File: config.mk
export PLATFORM = sky130hd
export DESIGN_NAME = spi_flash_reader
export DESIGN_NICKNAME = d
export VERILOG_FILES = /design/src/rtl/spi_flash_reader.sv
export SDC_FILE = /design/constraint.sdc
export NUM_CORES = 1
export LEC_CHECK = 0
export ABC_CLOCK_PERIOD_IN_PS = 1840
export BUFFER_PORTS_ARGS = -buffer_cell sky130_fd_sc_hd__buf_2
export CORE_UTILIZATION = 50
export DETAILED_ROUTE_END_ITERATION = 8
export GPL_TIMING_DRIVEN = 0
export PLACE_DENSITY = 0.75
export SETUP_SLACK_MARGIN = 0.1
export SKIP_CTS_REPAIR_TIMING = 1
export SLEW_MARGIN = 20
export SYNTH_ARGS = -nofsm -noshare
export SYNTH_HDL_FRONTEND = slang
export SYNTH_SLANG_ARGS = --single-unit
export TNS_END_PERCENT = 1
File: constraint.sdc
create_clock -name clk -period 1.84 [get_ports clk]
set_input_delay 0.276 -clock clk [delete_from_list [all_inputs] [get_ports clk]]
set_output_delay 0.276 -clock clk [all_outputs]
set_load 0.05 [all_outputs]
File: src/rtl/spi_flash_reader.sv
// SPI flash read sequencer: issues opcode/address, streams data bytes out.
// Define SPI_FLASH_READER_FAST_READ_EN for opcode 0x0B plus one dummy byte.
module spi_flash_reader #(
   parameter logic [7:0] READ_CMD      = 8'h03,
   parameter int         CS_GAP_CYCLES = 4
) (
   input  logic        clk,
   input  logic        reset,
   input  logic        start,
   input  logic [23:0] address,
   input  logic [15:0] length,
   output logic        busy,
   output logic        done,
   output logic        spiCs,
   output logic [7:0]  spiTxData,
   output logic        spiTxValid,
   input  logic        spiReady,
   input  logic [7:0]  spiRxData,
   output logic [7:0]  outData,
   output logic        outValid,
   input  logic        outFull
);

`ifdef SPI_FLASH_READER_FAST_READ_EN
   localparam logic [7:0] OPCODE    = 8'h0B;
   localparam logic [2:0] HDR_BYTES = 3'd5;
`else
   localparam logic [7:0] OPCODE    = READ_CMD;
   localparam logic [2:0] HDR_BYTES = 3'd4;
`endif

   localparam logic [15:0] GAP_LAST =
      16'((CS_GAP_CYCLES > 0) ? CS_GAP_CYCLES - 1 : 0);

   typedef enum logic [2:0] {
      IDLE, LOAD, SEND, WAIT_ACK, WAIT_DONE, CS_GAP
   } state_t;

   state_t      state_q, state_d;
   logic [23:0] addr_q, addr_d;
   logic [15:0] rem_q, rem_d;
   logic [2:0]  hdr_q, hdr_d;
   logic [15:0] gap_q, gap_d;
   logic        busy_q, busy_d;
   logic        done_q, done_d;
   logic        cs_q, cs_d;
   logic [7:0]  tx_data_q, tx_data_d;
   logic        tx_valid_q, tx_valid_d;
   logic [7:0]  out_data_q, out_data_d;
   logic        out_valid_q, out_valid_d;
   logic [7:0]  hdr_byte;
   logic        in_hdr;

   assign in_hdr = (hdr_q != HDR_BYTES);

   // Header byte for the current header index; dummy and filler are zero.
   always_comb begin
      case (hdr_q)
         3'd0:    hdr_byte = OPCODE;
         3'd1:    hdr_byte = addr_q[23:16];
         3'd2:    hdr_byte = addr_q[15:8];
         3'd3:    hdr_byte = addr_q[7:0];
         default: hdr_byte = 8'h00;
      endcase
   end

   // Next-state and registered-output logic for the read sequencer.
   always_comb begin
      state_d     = state_q;
      addr_d      = addr_q;
      rem_d       = rem_q;
      hdr_d       = hdr_q;
      gap_d       = gap_q;
      busy_d      = busy_q;
      done_d      = 1'b0;
      cs_d        = cs_q;
      tx_data_d   = tx_data_q;
      tx_valid_d  = tx_valid_q;
      out_data_d  = out_data_q;
      out_valid_d = 1'b0;
      case (state_q)
         IDLE: begin
            if (start) begin
               if (length == 16'd0) begin
                  done_d = 1'b1;
               end else begin
                  addr_d  = address;
                  rem_d   = length;
                  cs_d    = 1'b0;
                  busy_d  = 1'b1;
                  state_d = LOAD;
               end
            end
         end
         LOAD: begin
            hdr_d   = 3'd0;
            state_d = SEND;
         end
         SEND: begin
            if (spiReady) begin
               tx_data_d  = in_hdr ? hdr_byte : 8'h00;
               tx_valid_d = 1'b1;
               state_d    = WAIT_ACK;
            end
         end
         WAIT_ACK: begin
            if (!spiReady) begin
               tx_valid_d = 1'b0;
               state_d    = WAIT_DONE;
            end
         end
         WAIT_DONE: begin
            if (spiReady) begin
               if (in_hdr) begin
                  hdr_d   = hdr_q + 3'd1;
                  state_d = SEND;
               end else if (!outFull) begin
                  out_data_d  = spiRxData;
                  out_valid_d = 1'b1;
                  rem_d       = rem_q - 16'd1;
                  if (rem_q == 16'd1) begin
                     cs_d    = 1'b1;
                     gap_d   = 16'd0;
                     state_d = CS_GAP;
                  end else begin
                     state_d = SEND;
                  end
               end
            end
         end
         CS_GAP: begin
            if (gap_q >= GAP_LAST) begin
               done_d  = 1'b1;
               busy_d  = 1'b0;
               state_d = IDLE;
            end else begin
               gap_d = gap_q + 16'd1;
            end
         end
         default: state_d = IDLE;
      endcase
   end

   // State and output registers with synchronous reset.
   always_ff @(posedge clk) begin
      if (reset) begin
         state_q     <= IDLE;
         addr_q      <= 24'd0;
         rem_q       <= 16'd0;
         hdr_q       <= 3'd0;
         gap_q       <= 16'd0;
         busy_q      <= 1'b0;
         done_q      <= 1'b0;
         cs_q        <= 1'b1;
         tx_data_q   <= 8'd0;
         tx_valid_q  <= 1'b0;
         out_data_q  <= 8'd0;
         out_valid_q <= 1'b0;
      end else begin
         state_q     <= state_d;
         addr_q      <= addr_d;
         rem_q       <= rem_d;
         hdr_q       <= hdr_d;
         gap_q       <= gap_d;
         busy_q      <= busy_d;
         done_q      <= done_d;
         cs_q        <= cs_d;
         tx_data_q   <= tx_data_d;
         tx_valid_q  <= tx_valid_d;
         out_data_q  <= out_data_d;
         out_valid_q <= out_valid_d;
      end
   end

   assign busy       = busy_q;
   assign done       = done_q;
   assign spiCs      = cs_q;
   assign spiTxData  = tx_data_q;
   assign spiTxValid = tx_valid_q;
   assign outData    = out_data_q;
   assign outValid   = out_valid_q;

endmodule

# Word-level counts from Yosys, hierarchy flattened
# Index checks and enable logic that the tools add are counted.
# totals
reg_bits,83
latch_bits,0
ramBits,0
rom_bits,0
in_bits,53
output_inout_bits,21
wordCells,108
n_memories,0
# op_classes
addsub,3
multipliers,0
n_div,0
magnitude_cmp,1
eq_ne,22
n_shift,0
muxes,46
bitwise_logic,5
reduce_logical,19
# op_table
cell,count
2-to-1 mux 16 bit,10
case mux 16 bit (2 select lines),2
2-to-1 mux 3 bit,11
case mux 8 bit (4 select lines),1
"!= test 2 bit, second input constant",11
case mux 3 bit (6 select lines),1
"adder 16 x 1 -> 16 bit, second input constant",1
"== test 16 x 1 -> 1 bit, second input constant",1
"greater-or-equal comparator 16 x 2 -> 1 bit, second input constant",1
logical NOT 16 bit,1
"subtractor 16 x 1 -> 16 bit, second input constant",1
2-to-1 mux 1 bit,15
AND reduction 7 bit,2
"== test 3 x 2 -> 1 bit, second input constant",4
AND reduction 6 bit,2
nonzero test 2 bit,5
AND reduction 3 bit,3
2-to-1 mux 8 bit,1
case mux 1 bit (2 select lines),4
AND reduction 4 bit,2
"== test 3 x 1 -> 1 bit, second input constant",2
"== test 3 bit, second input constant",2
logical NOT 3 bit,2
"!= test 3 bit, second input constant",2
5 further kinds,9

# Longest topological paths before layout
# depth
depth_word,6
ltp_mapped,8
depth_no_buf,7

# Least setup slack after synthesis
# Ideal clock, no wire load.
# synth_timing
path_kind,reg2reg
startpoint,reg rem_q[0]
endpoint,reg rem_q[10]
setup_time_ns,0.071
t_arrival_ns,1.805
required_time_ns,1.769
path_slack_ns,-0.035
stages_incl_launch_ff,9
path_buffers,1
synth_period_minus_slack_ns,1.875
cell_sequence,dfxtp_1 -> inv_1 -> ha_1 -> or4b_1 -> clkbuf_1 -> nor3_4 -> a22oi_1 -> or2_2 -> a21oi_1
# synth_via
elab_chain_cells,5
# synth_lines
item,line_no,text
"start, declared",41,"logic [15:0] rem_q, rem_d;"
"start signal, assigned",162,rem_q <= rem_d;
subtractor 16 x 1 -> 16 bit,120,rem_d = rem_q - 16'd1;
2-to-1 mux 16 bit,117,end else if (!outFull) begin
2-to-1 mux 16 bit,114,if (in_hdr) begin
2-to-1 mux 16 bit,113,if (spiReady) begin
case mux 16 bit (2 select lines),81,case (state_q)
# Every way passes these cells. The select of a mux whose other input is x is not followed.
# A chain may end at the register's enable or synchronous reset.

# Worst setup path after layout
# layout_timing
startpoint,reg rem_q[0]
endpoint,reg rem_q[12]
# Same word-level chain as after synthesis.

==> impl_metrics.tcl <==
set metrics [dict create \
    run_status "finished with violations" \
    failed_checks "setup timing" \
    firstDrtPassIters 5 \
    tightest_slew_ns 0.573 \
    syn_area_per_cell_sq_um 8.50 \
    coreArea_sq_mm 0.00773 \
    netlist_area_sq_mm 0.00398 \
    crit_slowest_cell "or4b_4" \
    powerDensity_mw_per_mm2 870 \
    hold_path_end "outData[4]" \
    synth_top_family_by_area "simple AND/OR/NAND/NOR gates" \
    finalWorstSetupSlack_ns -0.155 \
    pre_cts_ws_ns -0.438 \
    dieArea_sq_mm 0.00831 \
    final_common_cell "nor2_1" \
    grt_use_total_pct 24.3 \
    final_cell_mix "nor2_1, dfxtp_1, buf_2" \
    hold_viol_final 0 \
    r2r_end "rem_q[12]" \
    power.switching_mw 1.45 \
    crit_family "simple AND/OR/NAND/NOR gates" \
    grt_pass1_wl_um 15900 \
    synth_compound_area_share_pct 17.4 \
    power.share.combinational_pct 23.4 \
    worstPathRequired_ns 2.10 \
    synth_fp_nets 529 \
    synthMuxAreaShare_pct 8.31 \
    r2r_setup_slack_ns -0.15 \
    overflow 0 \
    maxCapViolCount 0 \
    clkTransAtPathRegs_ns 0.10 \
    synth_xor_area_share_pct 0.441 \
    synth-seq-cells 83 \
    numCtsBuffers 9 \
    cp-start-kind "flop" \
    path_cells "inv_4, ha_4, or4b_4, buf_8, nor3_4, a21oi_1, o21ai_0, a21oi_2" \
    drc_errors 0 \
    yosysWarnings 0 \
    antenna_found_initial 0 \
    numPortBuffers 72 \
    routed_via_density 5.68 \
    cts_buffer_depth 2 \
    die_y_um 91.2 \
    max_slew_margin_pct 61.8 \
    switching_share_pct 33.4 \
    crit_path_end_kind "flop" \
    synthSimpleGateAreaFrac_pct 23.2 \
    worstHoldPathCells 3 \
    totalWireLength_um 10500 \
    layout-drive-gt1-share_pct 29.9 \
    place_congestion 0.897 \
    hpwlAfterDp_um 7190 \
    clock_insertion_delay_worst_skew_ns 0.36 \
    grt_pass1_vias 3338 \
    min_path_type "in -> reg" \
    power_frac_seq_pct 46.4 \
    fin_nets 624 \
    peakVddDrop_v 0.000772 \
    max_freq_mhz 501 \
    reg2reg_from "rem_q[0]" \
    area_growth_pct 25.5 \
    ys_seq_area_share_pct 41.8 \
    diodes 0 \
    rows 32 \
    avgRoutedWirePerCell_um 15.7 \
    htree_levels 3 \
    final.setup_skew_ns 0.00701 \
    fin_crit_ns 1.99 \
    n_fill_cell 657 \
    ant_nets 0 \
    synthAdderAreaFrac_pct 2.52 \
    dr.first_iter.drc_count 255 \
    cp_slowest_stage_delay_ns 0.46 \
    fin_cells 670 \
    cts_tree "done" \
    slew_viol_final 0 \
    syn_inst 468 \
    setup-violations-final 24 \
    synth_edf_count 0 \
    initial_utilization_pct 51.5 \
    internal_power_mw 2.89 \
    clkPwrFrac_pct 30.2 \
    ctsRootBufferMaster "clkbuf_8" \
    synthFlopType "dfxtp_1" \
    rsz0062_at_grt "true" \
    worstRegToRegCells 8 \
    grt_max_degree 18 \
    async_reset_ff_share_pct 0 \
    p_leak_nw 2.12 \
    cp_max_fo 7 \
    fin_tns_setup_ns -1.48 \
    ioPinCount 74 \
    dp.cells 642 \
    synth_cell_type_count 54 \
    hp-start "spiRxData[4]" \
    vias 3807 \
    arrival_ns 2.25 \
    die_w_um 91.2 \
    worst-path-buf-inv 2 \
    clock_sinks 83 \
    critPathKind "reg -> reg" \
    fin_crit_sh_pct 108 \
]
-- how the worst max path moves through the flow --
stage                            end  depth (start not counted)      start
after CTS                  gap_q[14]                          8   hdr_q[0]
after floorplan            rem_q[12]                          8   rem_q[1]
after detailed placement   addr_q[8]                          7  length[3]
after global placement    addr_q[22]                          7  length[3]
after global routing       rem_q[12]                          8   rem_q[0]
final                      rem_q[12]                          8   rem_q[0]
-- cell families after synthesis --
group / after synthesis
compound gates: 107
xor+xnor: 2
fa+ha+maj: 8
buf+inv: 49
flops: 83
mux: 33
simple gates: 186
-- registers in the layout, summed over array words and instances (netlist names) --
signal and cells:
busy 1, outValid 1, addr_q 24, spiTxValid 1
state_q 3, outData 8, hdr_q 3, gap_q 16
done 1, rem_q 16, spiCs 1, spiTxData 8
-- cells in the mapped netlist (11+ instances only) --
library cell  number  area (sq um)
nand2_1           23          86.3
nor3_1            11          55.1
dfxtp_1           83          1660
inv_1             21          78.8
nand3_1           11          55.1
nor4_1            17           106
mux2i_1           33           330
a22oi_1           11          82.6
clkbuf_1          12          45.0
nor2_1            86           323
a21oi_1           39           195
o21ai_0           19          95.1
-- metal layers --
metal,vias to the layer above,share of wire (%),wire length (um),GRT usage (%)
li1,1865,-,-,-
met1,1780,44,4590,31.8
met2,148,48,5060,39.7
met3,14,6.8,711,5.28
met4,0,1.4,150,8.07
met5,-,0,0,0
-- tightest hold or removal path, cell delays in order --
cell and delay [ns]:
buf_2 0.08, mux2i_1 0.05, nor2_1 0.07
-- metrics by stage --
| stage | instance area [sq um] | power (mW) | hold slack, ns | util (%) |
|---|---|---|---|---|
| after global placement | 4490 | 2.88 | 0.437 | 58.2 |
| after global routing | 4990 | 4.52 | 0.135 | 64.6 |
| after floorplan | 4010 | 2.66 | 0.418 | - |
| after detailed placement | 4490 | 2.90 | 0.443 | 58.2 |
| after CTS | 4690 | 4.20 | 0.128 | 60.7 |
| final | 4990 | 4.34 | 0.140 | 64.6 |
-- layout make-up --
class / count / area (sq um) / area share (%)
Timing Repair Buffer: 84 / 454 / 9.10
Buffer: 28 / 221 / 4.44
Multi-Input combinational cell: 336 / 2230 / 44.8
Clock buffer: 9 / 124 / 2.48
Tap cell: 102 / 128 / 2.56
Sequential cell: 83 / 1680 / 33.6
Clock inverter: 7 / 68.8 / 1.38
Inverter: 21 / 83.8 / 1.68
-- power by group through the flow --
stage | clock network (mW) | logic (mW) | registers (mW)
final | 1.31 | 1.02 | 2.01
after global routing | 1.40 | 1.09 | 2.03
after CTS | 1.33 | 0.863 | 2.00
after detailed placement | 0 | 0.857 | 2.04
after global placement | 0 | 0.840 | 2.04
after floorplan | 0 | 0.589 | 2.07
Note: power is estimated with default switching activity, not from simulation.
